$ cat config.mk
export PLATFORM = sky130hd
export DESIGN_NAME = reg_scoreboard
export DESIGN_NICKNAME = d
export VERILOG_FILES = /design/src/rtl/reg_scoreboard.sv
export SDC_FILE = /design/constraint.sdc
export NUM_CORES = 1
export LEC_CHECK = 0
export ABC_AREA = 0
export ABC_CLOCK_PERIOD_IN_PS = 5800
export CORE_MARGIN = 10
export CORE_UTILIZATION = 50
export DETAILED_ROUTE_END_ITERATION = 8
export PLACE_DENSITY_LB_ADDON = 0.12
export SYNTH_ARGS = -nofsm -noshare
export SYNTH_HDL_FRONTEND = slang
export SYNTH_SLANG_ARGS = --single-unit
$ cat constraint.sdc
create_clock -name clk -period 5.8 [get_ports clk]
set_input_delay 0.58 -clock clk [delete_from_list [all_inputs] [get_ports clk]]
set_output_delay 0.58 -clock clk [all_outputs]
set_load 0.1 [all_outputs]
$ cat src/rtl/reg_scoreboard.sv
// Register scoreboard: per-register pending-write counters that detect RAW and
// counter-full hazards at issue, with writeback retirement and pipeline flush.
module reg_scoreboard #(
    parameter int CNT_W = 2
) (
    input  logic        clk,
    input  logic        rst,
    input  logic        issue_valid,
    input  logic        issue_wr,
    input  logic [3:0]  issue_dst,
    input  logic        src1_used,
    input  logic        src2_used,
    input  logic [3:0]  src1,
    input  logic [3:0]  src2,
    input  logic        wb_valid,
    input  logic [3:0]  wb_dst,
    input  logic        flush,
    output logic        stall,
    output logic        issue_ack,
    output logic [15:0] busy,
    output logic [5:0]  total_pend,
    output logic        wb_err
);

    localparam logic [CNT_W-1:0] MAXP = '1;
    localparam logic [CNT_W-1:0] ONE  = CNT_W'(1);

    logic [CNT_W-1:0] cnt_reg  [16];
    logic [CNT_W-1:0] cnt_next [16];
    logic             wb_err_reg;

    logic raw_hazard;
    logic full_hazard;
    logic issue_inc;
    logic wb_to_empty;

    // Hazards look only at registered counters, so a same-cycle writeback
    // never releases a stall early.
    assign raw_hazard  = (src1_used && (cnt_reg[src1] != '0)) ||
                         (src2_used && (cnt_reg[src2] != '0));
    assign full_hazard = issue_wr && (cnt_reg[issue_dst] == MAXP);
    assign stall       = issue_valid && (raw_hazard || full_hazard);
    assign issue_ack   = issue_valid && !stall;
    assign issue_inc   = issue_ack && issue_wr;

    // A writeback paired with an accepted issue to the same register cancels
    // out, so it is not an error even when the counter is zero.
    assign wb_to_empty = wb_valid && (cnt_reg[wb_dst] == '0) &&
                         !(issue_inc && (issue_dst == wb_dst));

    generate
        for (genvar gi = 0; gi < 16; gi++) begin : g_reg
            logic inc_hit;
            logic wb_hit;

            assign inc_hit = issue_inc && (issue_dst == 4'(gi));
            assign wb_hit  = wb_valid && (wb_dst == 4'(gi));

            assign cnt_next[gi] = (inc_hit && wb_hit)              ? cnt_reg[gi] :
                                  inc_hit                          ? cnt_reg[gi] + ONE :
                                  (wb_hit && (cnt_reg[gi] != '0))  ? cnt_reg[gi] - ONE :
                                                                     cnt_reg[gi];
            assign busy[gi] = (cnt_reg[gi] != '0);
        end
    endgenerate

    always_comb begin
        total_pend = '0;
        for (int i = 0; i < 16; i++) begin
            total_pend = total_pend + 6'(cnt_reg[i]);
        end
    end

    always_ff @(posedge clk) begin
        if (rst) begin
            cnt_reg    <= '{default: '0};
            wb_err_reg <= 1'b0;
        end else if (flush) begin
            cnt_reg    <= '{default: '0};
        end else begin
            cnt_reg    <= cnt_next;
            if (wb_to_empty) begin
                wb_err_reg <= 1'b1;
            end
        end
    end

    assign wb_err = wb_err_reg;

endmodule

* Word-level counts from Yosys, hierarchy flattened
Index checks and enable logic that the tools add are counted.
Widths: inputs -> output; s select.
** Operators by class
- Eq/ne operators :: 32
- Order comparisons :: 4
- Reduce and logical (&&, ||, !) cells :: 132
- Bitwise logic cells :: 21
- Add/subtract/negate cells :: 47
- Mux-type cells :: 44
** Operators by type and width (number)
- $mux 2 :: 40
- $logic_and 1x1->1 :: 73
- $reduce_bool 2->1 :: 34
- $add 6x2->6 :: 11
- $eq 4x4->1 const B :: 16
- $reduce_and 2->1 :: 17
- $add 2x1->2 const B :: 16
- $bmux 2 s4 :: 4
- $eq 4x3->1 const B :: 8
- $sub 2x1->2 const B :: 16
- $ge 5x5->1 const B :: 4
- $not 4->5 :: 4
- $not 1->1 :: 17
- $eq 4x2->1 const B :: 4
- $eq 4x1->1 const B :: 2
- $logic_not 4->1 :: 2
- $add 5x2->6 :: 1
- $add 4x2->5 :: 1
- $add 3x2->4 :: 1
- $eq 4x4->1 :: 1
- $add 2x2->3 :: 1
- $eq 2x2->1 const B :: 1
- $logic_not 1->1 :: 2
- $logic_not 2->1 :: 1
- other kinds (2) :: 3
** Word-level totals
- Flip-flop bits (word level) :: 33

* Depth between registers and ports, before layout
- Depth in word-level cells :: 16
- Mapped depth :: 13
- Depth with buffers taken out :: 13

* Worst setup path before layout
OpenSTA, ideal clock, no wires.
- Path type :: reg-to-output
- Start point :: register cnt_reg[7] (netlist name)
- End point :: output total_pend[3]
- Buffers on the path :: 0
- Cell stages (with the launch flop) :: 11
- Data arrival time :: 5.049 ns
- Slack :: 0.171 ns
- Cells stage by stage :: dfxtp_1 inv_1 fa_1 inv_1 fa_1 fa_1 fa_1 fa_1 ha_1 fa_1 xor2_1
** Between the ends
- Cells in the longest elaborated chain, start to end :: 4
** RTL lines
- start, declared :: line 28 : logic [CNT_W-1:0] cnt_reg [16];
- start signal, assigned :: line 81 : cnt_reg <= cnt_next;
- $add 6x2->6 (4 in series) :: line 70 : total_pend = total_pend + 6'(cnt_reg[i]);
- end, declared :: line 21 : output logic [5:0] total_pend,
No other way between the ends.

* Worst setup path in the final report
- Start point :: register cnt_reg[7] (netlist name)
- End point :: output total_pend[5]
Same word-level chain as after synthesis.

==> metrics.txt <==
Yosys reg bits=33; ranking of synthesized cells by instance count=inv_1 (58), nor2_1 (34), dfxtp_1 (33); initial antenna violation count=0; top cells by area, synth=dfxtp_1 (19%), fa_1 (15%), mux4_2 (8.9%); Final Hold Vio Count=0; Comb pwr share=0.197; Multi-input gate area=about 0.0026 mm^2; Power Density=approximately 140 mW/mm^2; Rel. slew slack=0.3400; DRC Markers=0; CTS tree=done; Worst Hold Path EP=wb_err$_SDFFE_PP0P_; Worst Path Arrival=between 4 and 5 ns; Netlist cell types=51; Root Buffer=clkbuf_8; first-pass GRT wire length=between 15000 and 20000 um; Hold Crit Start=wb_err$_SDFFE_PP0P_; post-route ant nets=0; Worst setup SP type=flop; Worst setup EP type=output pin; Gate Count Post-Synth=between 400 and 500; DP Cell Count=559; worst r2r dst=cnt_reg[26]$_SDFFE_PP0P_; die area=0.01088 mm^2; Final min period=around 5.3 ns; Clock Latency Late Sink=around 0.30 ns; WL final=roughly 11000 um; io pins=between 40 and 50; vias in the first global route=around 3300; cell with the most instances after synthesis=inv_1; largest net degree at the start of global routing=34; count of flip-flops with a built-in enable after synthesis=0; Main synth FF type=dfxtp_1; via count=3466; Placed Area=about 0.004 mm^2; Yosys top cell by area=dfxtp_1; RSZ-0062 raised after global routing=no; Crit Path Max Fanout=7; HPWL Detailed=~8700 um; area grow syn2layout=17.28%; pin slew with the least headroom to its limit=just under 1 ns; Hold Path Depth=2; Peak VDD IR=about 0.00010 V; GP Congestion=approximately 0.96; critical path type=flop to output pin; Rows=30; number of diodes=0; TritonRoute pass-1 iters=5; post-synth top area share=0.1859; share of cells above drive strength 1=0.07643; Layout Cells excl Fill=567; max reg flops=32; final setup vio count=0; Flop pwr share=0.394; Psw=roughly 170 uW; # fillers=653; Worst R2R Start=cnt_reg[14]$_SDFFE_PP0P_; Worst Path Required=about 5.2 ns; DR vias/cell=~6.1; FF/Latch Area=660.6 um^2; Leak Pwr=1.708 nW; TNS Setup=0 ns; htree depth=2; Port Buffers=48; Mapped Area=0.003555 mm^2; grt ovf=0; Syn Area/Cell=between 8 and 9 um^2; clk_skew=roughly 0.012 ns; # hold bufs at CTS=0; Die W=approximately 100 um; Async S/R FF share, synth=0; Initial Util=0.5175; core area=0.006869 mm^2; clk slew on worst S/H paths=0.08 ns; HP Class=flop to flop; Pint=approximately 400 uW; # nets final=between 500 and 600; syn nets=just under 500; Die Y=104.3 um; Num Clock Sinks=33; clock power share=0.409; Period Utilization, post-route=0.9113; setup slack, reg-to-reg=between 2 and 3 ns; Max Cap Viol=0; YS warnings=0; Switching Share=0.2973; Slew Viols, Final=0; outcome=finished, final reports clean; WL/cell=19.28 um; clk buf depth=2; CTS buffer count=5; Fmax=189.2 MHz; R2R depth=9; post-cts sizing count=0; fin area=roughly 0.0042 mm^2; gr usage total=0.1966; Starting DRT DRC Count=300; Seq/Total Area, Yosys=0.1859; buffer count from post-CTS setup fixing=0
-- power by group through the flow --
stage               Sequential (mW)  Clock, mW  Combinational [mW]
floorplan                     0.238          0              0.0722
global placement              0.234          0               0.111
detailed placement            0.234          0               0.112
CTS                           0.229      0.237               0.113
global route                  0.229      0.244               0.121
finish                        0.229      0.237               0.114
-- cells by family after synthesis --
kind of cell,count (synthesis),synth area share
DFF,33,0.1858
adders and majority gates,34,0.1746
AOI/OAI and AO/OA,104,0.1950
muxes,17,0.09715
and+or+nand+nor,160,0.2404
buffers and inverters,76,0.08729
xor gates and xnor gates,8,0.01971
-- cells in the final DEF, fill, tap and decap left out, types with 8 or more instances in the layout --
cell type        count
nand2b_1            15
a31oi_1              9
dfxtp_1             33
a211oi_1            17
ha_1                 8
nor2_1              34
mux4_2              14
nand2_1             31
nor2b_1              8
a21oi_1             24
o21ai_0             18
and3_1               9
clkdlybuf4s50_1     41
fa_1                26
nand3_1              8
buf_4                8
inv_1               58
o21a_1              13
nor3_1              20
-- cell type report --
cell class                      instances  share of cell area
Clock inverter                          1            0.007203
Sequential cell                        33              0.1585
Clock buffer                            7             0.02071
Tap cell                               96             0.02881
Multi-Input combinational cell        323              0.6197
Inverter                               58             0.05222
Timing Repair Buffer                   49              0.1128
-- metal layers --
layer	part of all wire	global-route usage	wire (um)	vias to the layer above
met2	0.46	0.3021	5034	161
met3	0.076	0.03717	833	19
met4	0.018	0.06759	199	0
li1	-	-	-	1604
met5	0	0	0	-
met1	0.44	0.2677	4861	1682
-- critical path, cell delays in order, from the launching register on --
cell,delay [ns]
dfxtp_1,0.47
inv_1,0.11
fa_1,0.56
inv_1,0.05
fa_1,0.46
fa_1,0.52
fa_1,0.52
fa_1,0.49
ha_1,0.24
fa_1,0.41
a21o_1,0.19
a21o_1,0.17
buf_4,0.22
-- worst max-delay path by stage --
stage                                  from       endpoint  slack [ns]  cells after the start
floorplan           cnt_reg[7]$_SDFFE_PP0P_  total_pend[3]        0.17                     10
global placement    cnt_reg[7]$_SDFFE_PP0P_  total_pend[5]        0.92                     12
detailed placement  cnt_reg[7]$_SDFFE_PP0P_  total_pend[5]        0.83                     12
CTS                 cnt_reg[7]$_SDFFE_PP0P_  total_pend[5]        0.51                     12
global route        cnt_reg[7]$_SDFFE_PP0P_  total_pend[5]        0.34                     12
finish              cnt_reg[7]$_SDFFE_PP0P_  total_pend[5]        0.51                     12
-- through the flow --
step,hold slack (ns),util,total power [mW],setup slack [ns]
after global placement,0.4526,0.5900,0.3451,0.9150
after floorplan,0.4880,-,0.3099,0.1714
after global routing,0.5181,0.6069,0.5938,0.3411
after CTS,0.4848,0.6069,0.5781,0.5090
final,0.4806,0.6069,0.5793,0.5146
after detailed placement,0.4730,0.5900,0.3459,0.8301
Power figures use the tool's default switching activity.
==> RTL edit (config.mk and constraints unchanged) <==
The parameter `CNT_W` goes from 2 to 3.
--- a/src/rtl/reg_scoreboard.sv
+++ b/src/rtl/reg_scoreboard.sv
@@ -3,3 +3,3 @@
 module reg_scoreboard #(
-    parameter int CNT_W = 2
+    parameter int CNT_W = 3
 ) (
Function: changed (a bounded check fails within 4 cycles, from zero or initial values and one cycle with rst high).
==> RTL edit against the original RTL <==
  * Sequential cell count up 16
  * Total power up 55%
  * Worst setup slack worse by 0.38 ns
  * Final area up 72%
  * Die area up 54%
  * Utilization up 1.3 points
  * Combinational power up 40%
  * First-iteration DRC count up 56%
  * Wire length up 70%
  * Sequential power up 46%
  * Area after synthesis up 69%
  * Hold slack worse by 0.028 ns
==> RTL edit: results (changes against the original RTL) <==
metric	value	unit	change
clock buffer depth	2		unchanged
diode count	0		unchanged
CTS root buf	clkbuf_16		
WP data arrival	5.09	ns	+0.38 ns
synth unique cells	60		+18%
first-pass GRT wire length	29100	um	+67%
Ys Warns	0		unchanged
CORE AREA	11600	um^2	+68%
number of detailed-route iterations in the first pass	6		+1
layout cells sized above 1	0.175		+0.0987
syn nets	817		+67%
max reg flops	48		+50%
cell leakage power	2.94	nW	+72%
Detailed Route Iter0 Violations	469		+56%
critical path fanouts, max	4		-3
Vias	5538		+60%
later-pin clock latency in the skew report	0.31	ns	
initial antenna violation count	0		unchanged
Post-Route Skew	0.00805	ns	-0.00444 ns
status	completed		
largest net degree at the start of global routing	40		+18%
hpwl dp	14900	um	+71%
# port buffers	48		unchanged
Num CTS Buffers	5		unchanged
max-cap violations	0		unchanged
clock-pin slew on the worst setup and hold paths	0.07	ns	
Synth Flop Type	dfxtp_1		
Fill cells	1000		+53%
worst vdd ir	0.000105	V	+3.9%
Area contributors post-synth	fa_1 19%, dfxtp_1 16%, mux2i_1 8.2%, mux4_2 7.9%, inv_1 7.0%		
vias in the first global route	5424		+66%
nets@finish	880		+67%
Hold Crit Class	flop to flop		
WL per Instance	19.9	um	+3.4%
Placed Area	6840	um^2	+69%
Synth top cells by count	112 x inv_1, 99 x nand2_1, 56 x fa_1		
overall routing resource usage	0.222		+0.0256
Async SR Flop Fraction	0		unchanged
Mean Syn Cell Area	8.29	um^2	+0.79%
H-Tree Depth	2		unchanged
post-synthesis sequential area ratio	0.163		-0.0225
Slew HR	0.329		-0.0113
RePlAce Congestion	0.939		-2.0%
RTL edit: cell count changes in the layout (fill, tap and decap cells not counted), moves of 15 or more:
cell	delta
nand2_1	+68
nand3_1	+17
or3_1	+25
inv_1	+52
fa_1	+26
nor3_1	+15
buf_4	+36
a211oi_1	-15
mux2i_1	+46
RTL edit: worst max-delay path, stage by stage, from the launching register on:
cell     delay, ns
dfxtp_2       0.36
inv_1         0.09
fa_1          0.47
fa_1          0.55
inv_1         0.05
fa_1          0.46
fa_1          0.51
fa_1          0.54
inv_1         0.05
fa_1          0.53
inv_1         0.06
fa_2          0.37
a21o_1        0.20
a21oi_2       0.17
xnor2_2       0.15
buf_12        0.20
RTL edit: cells by family after synthesis:
kind of cell,after synthesis,share of synthesized area
AOI/OAI and AO/OA,70,0.0834
muxes,76,0.172
DFF,49,0.163
xor gates and xnor gates,12,0.0175
buffers and inverters,145,0.0944
and+or+nand+nor,303,0.256
adders and majority gates,69,0.214
RTL edit: worst paths after layout:
check | slack (ns) | startpoint | to | cells past startpoint
worst max-delay path | 0.13 | cnt_reg[38] | total_pend[5] | 15
worst min-delay path | 0.45 | wb_err | wb_err | 2
worst max register to register | 1.70 | cnt_reg[26] | cnt_reg[41] | 13
worst min register to register | 0.45 | wb_err | wb_err | 2
RTL edit: area by class of cell:
cell class,instances,area (um^2),area share
clock buffers,5,125,0.0175
clock inverters,3,68.8,0.00960
inverters,112,420,0.0586
multi-input cells,530,4520,0.631
flip-flops and latches,49,1030,0.144
well taps,143,179,0.0250
repair buffers,89,821,0.114
RTL edit: routing by layer:
layer / vias to the layer above / part of all wire / global-route usage
li1: 2606 / - / -
met1: 2676 / 0.39 / 0.267
met2: 221 / 0.50 / 0.382
met3: 35 / 0.084 / 0.0538
met4: 0 / 0.026 / 0.0761
met5: - / 0 / 0
RTL edit: per-stage QoR:
stage | setup slack [ns] | std cells | setup TNS (ns) | hold slack, ns
global route | 0.00409 | 931 | 0 | 0.475
floorplan | 0.180 | 724 | 0 | 0.458
detailed placement | 0.149 | 917 | 0 | 0.446
finish | 0.134 | 931 | 0 | 0.452
global placement | 0.188 | 917 | 0 | 0.443
CTS | -0.00527 | 925 | -0.00527 | 0.456
RTL edit: power by group:
group	leakage (nW)	internal [W]	switching (W)	total, W
sequential	0.409	0.000333	0.00000173	0.000335
clock	0.0944	0.000249	0.000154	0.000404
combinational	2.44	0.0000532	0.000107	0.000160
RTL edit: timing repair:
item,CTS,global route
pin swaps,5,15
cloned,0,0
buffers inserted,0,6
gates resized for setup,13,29
endpoints found under the setup margin,2,2
